--- config.mk ---
export PLATFORM = sky130hd
export DESIGN_NAME = sn74169_ctl
export DESIGN_NICKNAME = d
export VERILOG_FILES = /design/src/rtl/sn74169_ctl.sv
export SDC_FILE = /design/constraint.sdc
export NUM_CORES = 1
export LEC_CHECK = 0
export BUFFER_PORTS_ARGS = -buffer_cell sky130_fd_sc_hd__clkbuf_2
export CORE_UTILIZATION = 49
export CTS_CLUSTER_SIZE = 24
export DETAILED_ROUTE_END_ITERATION = 10
export PLACE_DENSITY = 0.8
export REMOVE_ABC_BUFFERS = 1
export SKIP_CTS_REPAIR_TIMING = 1
export SLEW_MARGIN = 30
export SYNTH_ARGS = -nofsm -noshare
export SYNTH_HDL_FRONTEND = slang
export SYNTH_SLANG_ARGS = --single-unit
--- constraint.sdc ---
create_clock -name CLK -period 4.35 [get_ports CLK]
set_clock_uncertainty 0.15 [all_clocks]
set_input_delay 0.6525 -clock CLK [delete_from_list [all_inputs] [get_ports CLK]]
set_output_delay 0.6525 -clock CLK [all_outputs]
set_load 0.02 [all_outputs]
--- src/rtl/sn74169_ctl.sv ---
// Control sequencer for a 4-bit up/down counter stage: loads a preset, runs one
// bounded count to the terminal value, pulses DONE, optionally auto-reloads.
// Optional completed-cycle counter output enabled by SN74169_CTL_CYCLE_COUNT_EN.
module sn74169_ctl #(
    parameter int WIDTH = 4,
    parameter int CYC_W = 8
) (
    input  logic             CLK,
    input  logic             RSTB,
    input  logic             START,
    input  logic             STOP,
    input  logic             PAUSE,
    input  logic             AUTO,
    input  logic             MODE,
    input  logic [WIDTH-1:0] PRESET,
    input  logic [WIDTH-1:0] Q,
    output logic [WIDTH-1:0] A,
    output logic             U_DB,
    output logic             ENPB,
    output logic             ENTB,
    output logic             LOADB,
    output logic             BUSY,
    output logic             DONE
`ifdef SN74169_CTL_CYCLE_COUNT_EN
    ,
    output logic [CYC_W-1:0] CYCLES
`endif
);

    typedef enum logic [1:0] {
        S_IDLE,
        S_LOAD,
        S_RUN,
        S_DONE
    } state_t;

    state_t           state, state_nxt;
    logic [WIDTH-1:0] a_nxt;
    logic             u_db_nxt;
    logic             en_b_q, en_b_nxt;
    logic             loadb_nxt;
    logic             busy_nxt;
    logic             done_nxt;
    logic             start_ok;
    logic [WIDTH-1:0] term_val;
    logic [WIDTH-1:0] pre_val;

    function automatic logic [WIDTH-1:0] term_of(input logic up);
        return up ? {WIDTH{1'b1}} : {WIDTH{1'b0}};
    endfunction

    // One step before terminal: all-ones-minus-one when up, one when down.
    function automatic logic [WIDTH-1:0] pre_of(input logic up);
        return up ? {{(WIDTH-1){1'b1}}, 1'b0} : {{(WIDTH-1){1'b0}}, 1'b1};
    endfunction

    assign term_val = term_of(U_DB);
    assign pre_val  = pre_of(U_DB);
    assign start_ok = (state == S_IDLE) && START && !STOP;

    always_comb begin
        state_nxt = state;
        a_nxt     = A;
        u_db_nxt  = U_DB;
        en_b_nxt  = 1'b1;
        loadb_nxt = 1'b1;
        done_nxt  = 1'b0;
        case (state)
            S_IDLE: begin
                if (start_ok) begin
                    state_nxt = S_LOAD;
                    a_nxt     = PRESET;
                    u_db_nxt  = MODE;
                    loadb_nxt = 1'b0;
                end
            end
            S_LOAD: begin
                if (STOP) begin
                    state_nxt = S_IDLE;
                end else if (A == term_val) begin
                    state_nxt = S_DONE;
                    done_nxt  = 1'b1;
                end else begin
                    state_nxt = S_RUN;
                    en_b_nxt  = PAUSE;
                end
            end
            S_RUN: begin
                // Stop on the edge where the counter steps from PRE to TERM.
                if (STOP) begin
                    state_nxt = S_IDLE;
                end else if (!en_b_q && (Q == pre_val)) begin
                    state_nxt = S_DONE;
                    done_nxt  = 1'b1;
                end else begin
                    en_b_nxt  = PAUSE;
                end
            end
            S_DONE: begin
                if (AUTO && !STOP) begin
                    state_nxt = S_LOAD;
                    loadb_nxt = 1'b0;
                end else begin
                    state_nxt = S_IDLE;
                end
            end
            default: state_nxt = S_IDLE;
        endcase
        busy_nxt = (state_nxt != S_IDLE);
    end

    always_ff @(posedge CLK or negedge RSTB) begin
        if (!RSTB) begin
            state  <= S_IDLE;
            A      <= '0;
            U_DB   <= 1'b0;
            en_b_q <= 1'b1;
            LOADB  <= 1'b1;
            BUSY   <= 1'b0;
            DONE   <= 1'b0;
        end else begin
            state  <= state_nxt;
            A      <= a_nxt;
            U_DB   <= u_db_nxt;
            en_b_q <= en_b_nxt;
            LOADB  <= loadb_nxt;
            BUSY   <= busy_nxt;
            DONE   <= done_nxt;
        end
    end

    assign ENPB = en_b_q;
    assign ENTB = en_b_q;

`ifdef SN74169_CTL_CYCLE_COUNT_EN
    // Advances on the same edge DONE rises, so it reads the new total during the pulse.
    always_ff @(posedge CLK or negedge RSTB) begin
        if (!RSTB) begin
            CYCLES <= '0;
        end else if (start_ok) begin
            CYCLES <= '0;
        end else if (done_nxt) begin
            CYCLES <= CYCLES + 1'b1;
        end
    end
`endif

endmodule

==> summary.md, run 1 <==
| Metric | Value |
|---|---|
| Crit-path max FO | 4 |
| Crit path cell chain | clkbuf_2 |
| Final hold vios | 0 |
| GR Util All Layers | 0.211 |
| Max-cap violations | 0 |
| Worst hold slack | 0.0977 ns |
| Final TNS setup | 0 ns |
| Mapped Area | 636 µm² |
| H-tree depth | 1 |
| CP arrival | 0.98 ns |
| CTS root buf | clkbuf_4 |
| Clock sink total | 11 |
| Pwr/cell area | 572 nW/µm² |
| Antenna Violating Nets Remaining | 0 |
| Multi-input logic area | 339 µm² |
| DIE AREA | 1450 µm² |
| Vias in the first global route | 481 |
| Post-Synth Simple-Gate Area | 0.236 |
| CP Capture Type | output pin |
| Slew Limit Headroom | 0.809 |
| Reg2reg setup slack | 2.64 ns |
| Final cycle utilization of the critical path | 0.409 |
| Worst path max stage delay | 0.55 ns |
| EDFF count, synth | 0 |
| Synth Area in XOR/XNOR | 0 |
| Placed insts | 99 |
| Worst IR Drop VDD | 0.000357 V |
| Via/cell ratio | 5.46 |
| Die H | 38.0 µm |
| Initial antenna violation count | 0 |
| Final setup fails | 0 |
| Unique masters post-synth | 26 |
| Kind of critical path | flop to output pin |
| Part of the Yosys area used for sequential elements | 0.437 |
| Yosys top cell area share | 0.354 |
| WL final | 1.26 mm |
| Initial DRC count | 10 |
| Total Nets Final | 109 |
| PortBufs | 24 |
| Largest family of logic cells by synthesized area | simple AND/OR/NAND/NOR gates |
| Initial core utilization | 0.550 |
| RSZ-0062 raised after global routing | no |
| Cell Rows | 12 |
| Final Cell Area | 792 µm² |
| Syn avg cell area | 10.3 µm² |
| Startpoint Class | flop |
| Leak pwr | 0.382 nW |
| Syn. warnings | 0 |
| Storage cell area | 278 µm² |
| GPL Wtd Cong | 0.882 |
| Global-route wire length before repair | 1.93 mm |
| Slew of the pin with the lowest slew margin | 0.284 ns |
| Post-synth top area cell | dfrtp_1 |
| Synth Flop Type | dfrtp_1 |
| Die width | 38.0 µm |
| Critical-path top delay cell | dfstp_2 |
| Layout cell share with drive strength beyond 1 | 0.416 |
| Reg clk slew, reported paths | 0.07 ns |
| Pin count of the biggest net entering global routing | 12 |
| Gr ovfl total | 0 |
| Synth area leaders | dfrtp_1 35%, mux2_2 11%, dfstp_2 8.3% |
| TritonCTS clock tree | built |
| Synth top cells by count | 9 x dfrtp_1, 7 x nand2_1, 6 x mux2_2 |
| Placed cell areas | 766 µm² |
| Worst min path class | input pin to async pin |
| DR vias | 562 |
| Clock Latency Late Sink | 0.27 ns |
| Ports | 25 |
| # DRC | 0 |
| DRT Pass-1 Iters | 6 |
| Top-count cell post-synth | dfrtp_1 |
| Core Region | 1160 µm² |
| WL/cell | 12.3 µm |
| Buf/Inv on CP | 1 |
| Post-DP HPWL | 993 µm |
| TritonCTS Buffers | 3 |
| Top cell family by delay on the critical path | flip-flops |
| Tmin final | 1.78 ns |
| Fill cells | 102 |
| Asr flop ratio synth | 1.00 |
| Adder-cell share of the synthesized area | 0.0787 |
| Non-Filler Instances | 103 |
| Antenna cells | 0 |
| Synth Area in Compound Gates | 0.112 |
| Yosys reg bits | 11 |
| Data required, critical path | 3.55 ns |
| Maximum clock path buffer count | 2 |
| Post-synthesis cell count | 62 |
| Slew Limit Fails | 0 |
| Fmax | 563 MHz |
| Status | complete, no violations |
| Mux cell area share after synthesis | 0.106 |
| Layout area overhead | 24.6% |
[through the flow]
stage,util,setup slack (ns),power (mW)
3_5_place_dp,0.662,2.54,0.383
5_1_grt,0.685,2.53,0.484
4_1_cts,0.685,2.57,0.453
6_report,0.685,2.57,0.453
2_1_floorplan,-,2.71,0.315
3_3_place_gp,0.662,2.60,0.376
[final cells by class]
| type | count | share of cell area |
|---|---|---|
| Tap cell | 14 | 0.0221 |
| Timing Repair Buffer | 24 | 0.152 |
| Clock buffer | 4 | 0.0332 |
| Sequential cell | 11 | 0.351 |
| Inverter | 3 | 0.0142 |
| Multi-Input combinational cell | 47 | 0.428 |
[cells by family after synthesis]
family | after synthesis
simple gates | 27
compound gates | 10
fa+ha+maj | 4
flops | 11
mux | 6
buf+inv | 4
[routing by layer]
metal	wire, µm	global-route usage
met2	609	0.336
met1	540	0.215
met4	12	0.125
met5	0	0
met3	101	0.116
[final timing paths]
check | startpoint | end | depth (start not counted)
worst max-delay path | ENPB | ENPB | 1
worst min-delay path | RSTB | DONE | 1
worst max register to register | state[0] | BUSY | 6
worst min register to register | A[2] | A[2] | 1
max in group asynchronous | RSTB | ENPB | 1
min in group CLK | A[2] | A[2] | 1
[state kept, by name, summed over array words and instances, names as in the netlist]
register and count:
ENPB 1, LOADB 1, DONE 1, U_DB 1, A 4, BUSY 1
state 2
[where the power goes]
part / switching (mW) / total [mW] / internal, mW
logic: 0.115 / 0.202 / 0.0866
registers: 0.0377 / 0.182 / 0.144
clock network: 0.0342 / 0.0697 / 0.0355
total: 0.187 / 0.453 / 0.266
[placed cells by master, fill, tap and decap left out, drive strengths merged, types with 2 or more instances in the layout]
| master | instances |
|---|---|
| nor2 | 4 |
| mux2 | 6 |
| inv | 3 |
| nand4 | 2 |
| nor2b | 5 |
| dfstp | 2 |
| nand2 | 7 |
| clkbuf | 28 |
| ha | 4 |
| dfrtp | 9 |
| nand2b | 3 |
| o21ai | 3 |
Power figures use the tool's default switching activity.
==> run 2: changes to the inputs <==
--- a/config.mk
+++ b/config.mk
@@ -6,10 +6,10 @@
 export NUM_CORES = 1
 export LEC_CHECK = 0
 export BUFFER_PORTS_ARGS = -buffer_cell sky130_fd_sc_hd__clkbuf_2
-export CORE_UTILIZATION = 49
+export CORE_UTILIZATION = 41
 export CTS_CLUSTER_SIZE = 24
 export DETAILED_ROUTE_END_ITERATION = 10
-export PLACE_DENSITY = 0.8
+export PLACE_DENSITY = 0.72
 export REMOVE_ABC_BUFFERS = 1
 export SKIP_CTS_REPAIR_TIMING = 1
 export SLEW_MARGIN = 30
==> constraint.sdc (replaced) <==
create_clock -name CLK -period 1.49 [get_ports CLK]
set_clock_uncertainty 0.15 [all_clocks]
set_input_delay 0.2235 -clock CLK [delete_from_list [all_inputs] [get_ports CLK]]
set_output_delay 0.2235 -clock CLK [all_outputs]
set_load 0.02 [all_outputs]
==> summary.md, run 2 (same netlist as run 1, synthesis figures left out) <==
| Metric | Value |
|---|---|
| Status | finished, violations left |
| Failing checks | setup timing |
| Layout area overhead | 50.8% |
| Data required, critical path | 1.55 ns |
| Worst path max stage delay | 0.53 ns |
| Most common cell after layout, fill and taps aside | clkbuf_2 |
| Biggest regs | A x4, state x2 |
| Fill cells | 104 |
| Final setup fails | 4 |
| R2R Path End | ENPB |
| Total Nets Final | 121 |
| Final Cell Area | 958 µm² |
| CTS root buf | clkbuf_4 |
| Worst IR Drop VDD | 0.000824 V |
| Final cycle utilization of the critical path | 1.05 |
| Worst r2r src | A[0] |
| Storage cell area | 278 µm² |
| Pwr/cell area | 1710 nW/µm² |
| WL final | 1.66 mm |
| Hold depth | 3 |
| Max reg flops | 4 |
| Vias in the first global route | 552 |
| TritonCTS clock tree | built |
| Slew Limit Headroom | 0.810 |
| Placed cell areas | 850 µm² |
| Final worst slack | -0.0695 ns |
| Max-cap violations | 0 |
| Kind of critical path | flop to flop |
| Antenna cells | 0 |
| Crit path cell chain | or4_4 -> mux2_4 -> o211ai_2 |
| Commonest cells after routing, fill and taps aside | 22 x clkbuf_2, 11 x buf_4, 9 x dfrtp_1 |
| Post-DP HPWL | 1.18 mm |
| Initial antenna violation count | 0 |
| Maximum clock path buffer count | 2 |
| DR vias | 625 |
| # DRC | 0 |
| Tmin final | 1.56 ns |
| Fmax | 641 MHz |
| Worst hold slack | 0.00801 ns |
| Cell Rows | 13 |
| DRT Pass-1 Iters | 4 |
| H-tree depth | 1 |
| Leak pwr | 0.453 nW |
| Ports | 25 |
| Global-route wire length before repair | 2.18 mm |
| Clock Latency Late Sink | 0.28 ns |
| GR Util All Layers | 0.204 |
| Largest register by flop count | A |
| Multi-input logic area | 405 µm² |
| GPL Wtd Cong | 0.903 |
| Worst min path class | input pin to flop |
| DIE AREA | 1710 µm² |
| Core Region | 1370 µm² |
| Final hold vios | 0 |
| Die width | 41.4 µm |
| Gr ovfl total | 0 |
| Worst Hold End | ENPB |
| CP arrival | 1.62 ns |
| Antenna Violating Nets Remaining | 0 |
| Reg clk slew, reported paths | 0.08 ns |
| CP Capture Type | flop |
| WL/cell | 14.3 µm |
| PortBufs | 24 |
| Die H | 41.4 µm |
| Initial DRC count | 18 |
| TritonCTS Buffers | 3 |
| Clock sink total | 11 |
| Slew of the pin with the lowest slew margin | 0.285 ns |
| Critical-path top delay cell | or4_4 |
| RSZ-0062 raised after global routing | yes |
| Slew Limit Fails | 0 |
| Initial core utilization | 0.465 |
| Via/cell ratio | 5.39 |
| Crit-path max FO | 2 |
| Pin count of the biggest net entering global routing | 12 |
| Worst hold start | PAUSE |
| Layout cell share with drive strength beyond 1 | 0.594 |
| Reg2reg setup slack | -0.07 ns |
| Startpoint Class | flop |
| Worst R2R Path Depth | 3 |
==> run 2: cell count changes in the layout (fill, tap and decap cells not counted), sizes merged <==
cell	change
buf	+13
clkbuf	-2
dlygate4sd3	+1
==> run 2: how the worst max path moves through the flow <==
stage	from	endpoint	slack (ns)
floorplan	U_DB	ENPB	-0.15
global placement	state[0]	U_DB	-0.06
detailed placement	state[0]	BUSY	-0.14
CTS	state[0]	BUSY	-0.16
global route	A[0]	ENPB	-0.09
finish	A[0]	ENPB	-0.07
==> run 2: area by class of cell <==
type | instances | share of cell area
clock buffers | 4 | 0.0274
inverters | 3 | 0.0117
multi-input cells | 47 | 0.423
flip-flops and latches | 11 | 0.290
well taps | 15 | 0.0196
repair buffers | 36 | 0.228
==> run 2: where the power goes <==
group | internal, mW | switching (mW) | leakage, nW | total (mW)
registers | 0.420 | 0.0824 | 0.133 | 0.502
logic | 0.459 | 0.462 | 0.305 | 0.921
clock network | 0.104 | 0.110 | 0.0150 | 0.214
total | 0.983 | 0.654 | 0.453 | 1.64
==> run 2: metrics by stage <==
step,cells,util,worst slack [ns],TNS [ns],total power [mW]
after floorplan,61,-,-0.154,-0.471,0.920
after CTS,115,0.641,-0.165,-0.850,1.51
after detailed placement,111,0.622,-0.143,-0.646,1.29
after global placement,111,0.622,-0.0643,-0.398,1.27
after global routing,116,0.701,-0.0943,-0.347,1.75
final,116,0.701,-0.0695,-0.162,1.64
==> run 2: metal layers <==
| layer | global-route usage | routed length (µm) | vias to the layer above |
|---|---|---|---|
| li1 | - | - | 300 |
| met1 | 0.219 | 679 | 304 |
| met2 | 0.348 | 891 | 19 |
| met3 | 0.0957 | 84 | 2 |
| met4 | 0.0726 | 8 | 0 |
| met5 | 0 | 0 | - |
==> run 2: critical path: cells and delay by family (launching register included) <==
| kind | cells | cell delay, ns |
|---|---|---|
| AOI/OAI and AO/OA | 1 | 0.13 |
| DFF | 1 | 0.40 |
| muxes | 1 | 0.29 |
| and+or+nand+nor | 1 | 0.53 |
==> run 3: changes to the inputs <==
--- a/config.mk
+++ b/config.mk
@@ -9,7 +9,7 @@
 export CORE_UTILIZATION = 41
 export CTS_CLUSTER_SIZE = 24
 export DETAILED_ROUTE_END_ITERATION = 10
-export PLACE_DENSITY = 0.72
+export PLACE_DENSITY = 0.84
 export REMOVE_ABC_BUFFERS = 1
 export SKIP_CTS_REPAIR_TIMING = 1
 export SLEW_MARGIN = 30
==> summary.md, run 3 (same netlist as run 1, synthesis figures left out) <==
| Metric | Value |
|---|---|
| Data required, critical path | 1.54 ns |
| Crit path launch | A[1] |
| Sw power | 0.662 mW |
| Biggest regs | A x4, state x2 |
| GR Util All Layers | 0.179 |
| DRT Pass-1 Iters | 4 |
| Multi-input logic area | 434 µm² |
| Comb power frac | 0.565 |
| Initial DRC count | 17 |
| Worst min path class | input pin to flop |
| Initial antenna violation count | 0 |
| TritonCTS clock tree | built |
| DR vias | 639 |
| Global-route wire length before repair | 1.93 mm |
| Layout area overhead | 53.1% |
| # DRC | 0 |
| Final setup fails | 8 |
| Status | finished, violations left |
| TritonCTS Buffers | 3 |
| Commonest cells after routing, fill and taps aside | 23 x clkbuf_2, 10 x buf_4, 9 x dfrtp_1 |
| Sw Ratio | 0.408 |
| Sequential share of power | 0.307 |
| Leak pwr | 0.456 nW |
| Clock Latency Late Sink | 0.27 ns |
| DIE AREA | 1710 µm² |
| CP arrival | 1.61 ns |
| Die H | 41.4 µm |
| Fill cells | 96 |
| Pwr/cell area | 1670 nW/µm² |
| Largest register by flop count | A |
| Worst hold start | PAUSE |
| Worst r2r src | A[1] |
| Kind of critical path | flop to flop |
| Slew of the pin with the lowest slew margin | 0.345 ns |
| Clock Power Share | 0.128 |
| Final hold vios | 0 |
| Antenna Violating Nets Remaining | 0 |
| GPL Wtd Cong | 0.806 |
| P_int | 0.962 mW |
| Failing checks | setup timing |
| Cell Rows | 13 |
| Fin util | 0.712 |
| Pin count of the biggest net entering global routing | 12 |
| Antenna cells | 0 |
| CP Capture Type | flop |
| Slew Limit Fails | 0 |
| Post-DP HPWL | 1.07 mm |
| Vias in the first global route | 464 |
| Worst hold slack | 0.00289 ns |
| CTS root buf | clkbuf_4 |
| Fmax | 640 MHz |
| Crit-path max FO | 2 |
| Startpoint Class | flop |
| Storage cell area | 278 µm² |
| WL/cell | 15.1 µm |
| PortBufs | 24 |
| Design Power | 1.62 mW |
| RSZ-0062 raised after global routing | yes |
| Most common cell after layout, fill and taps aside | clkbuf_2 |
| Clock sink total | 11 |
| Die width | 41.4 µm |
| Slew Limit Headroom | 0.770 |
| Pre-CTS setup slack | -0.0679 ns |
| Tmin final | 1.56 ns |
| Max reg flops | 4 |
| Placed cell areas | 835 µm² |
| Reg clk slew, reported paths | 0.07 ns |
| Final worst slack | -0.0715 ns |
| Final Cell Area | 973 µm² |
| Worst IR Drop VDD | 0.000799 V |
| WL final | 1.74 mm |
| Gr ovfl total | 0 |
| Via/cell ratio | 5.56 |
| Core Region | 1370 µm² |
| Ports | 25 |
| Final cycle utilization of the critical path | 1.05 |
| Maximum clock path buffer count | 2 |
| H-tree depth | 1 |
| Total Nets Final | 120 |
| Layout cell share with drive strength beyond 1 | 0.610 |
| Initial core utilization | 0.465 |
| Max-cap violations | 0 |
==> run 3: changes by cell type in the layout (fill, tap and decap cells not counted), sizes merged <==
cell,change
clkbuf,+1
buf,-2
==> run 3: critical path, stage by stage, from the launching register on <==
cell and delay [ns]:
dfrtp_1 0.38, or4_4 0.55, mux2_4 0.29, o211ai_2 0.13
==> run 3: routing by layer <==
| metal | vias up | track usage | part of all wire |
|---|---|---|---|
| met2 | 32 | 0.301 | 0.52 |
| met1 | 307 | 0.225 | 0.41 |
| met3 | 2 | 0.0479 | 0.060 |
| li1 | 298 | - | - |
| met4 | 0 | 0.0484 | 0.0081 |
| met5 | - | 0 | 0 |
==> run 3: path summary, 6_finish.rpt <==
kind / end / slack (ns) / depth (start not counted)
setup / recovery: ENPB / -0.07 / 3
min in group asynchronous: DONE / 0.20 / 2
setup reg to reg: ENPB / -0.07 / 3
max in group asynchronous: ENPB / 0.71 / 2
hold / removal: ENPB / 0.003 / 3
hold reg to reg: A[3] / 0.46 / 1
==> run 3: power groups by stage <==
stage	clock network, mW	registers, mW	logic [mW]
finish	0.208	0.499	0.917
CTS	0.207	0.491	0.739
floorplan	0	0.642	0.278
global placement	0	0.493	0.728
detailed placement	0	0.494	0.736
global route	0.226	0.513	0.986
==> run 3: layout make-up <==
type | count | share of cell area
clock buffers | 4 | 0.0270
inverters | 3 | 0.0116
multi-input cells | 47 | 0.446
flip-flops and latches | 11 | 0.285
well taps | 15 | 0.0193
repair buffers | 35 | 0.211
==> run 3: metrics by stage <==
stage	setup TNS [ns]	instances
global route	-0.444	115
detailed placement	-0.504	109
floorplan	-0.471	61
finish	-0.159	115
CTS	-0.689	113
global placement	-0.589	109
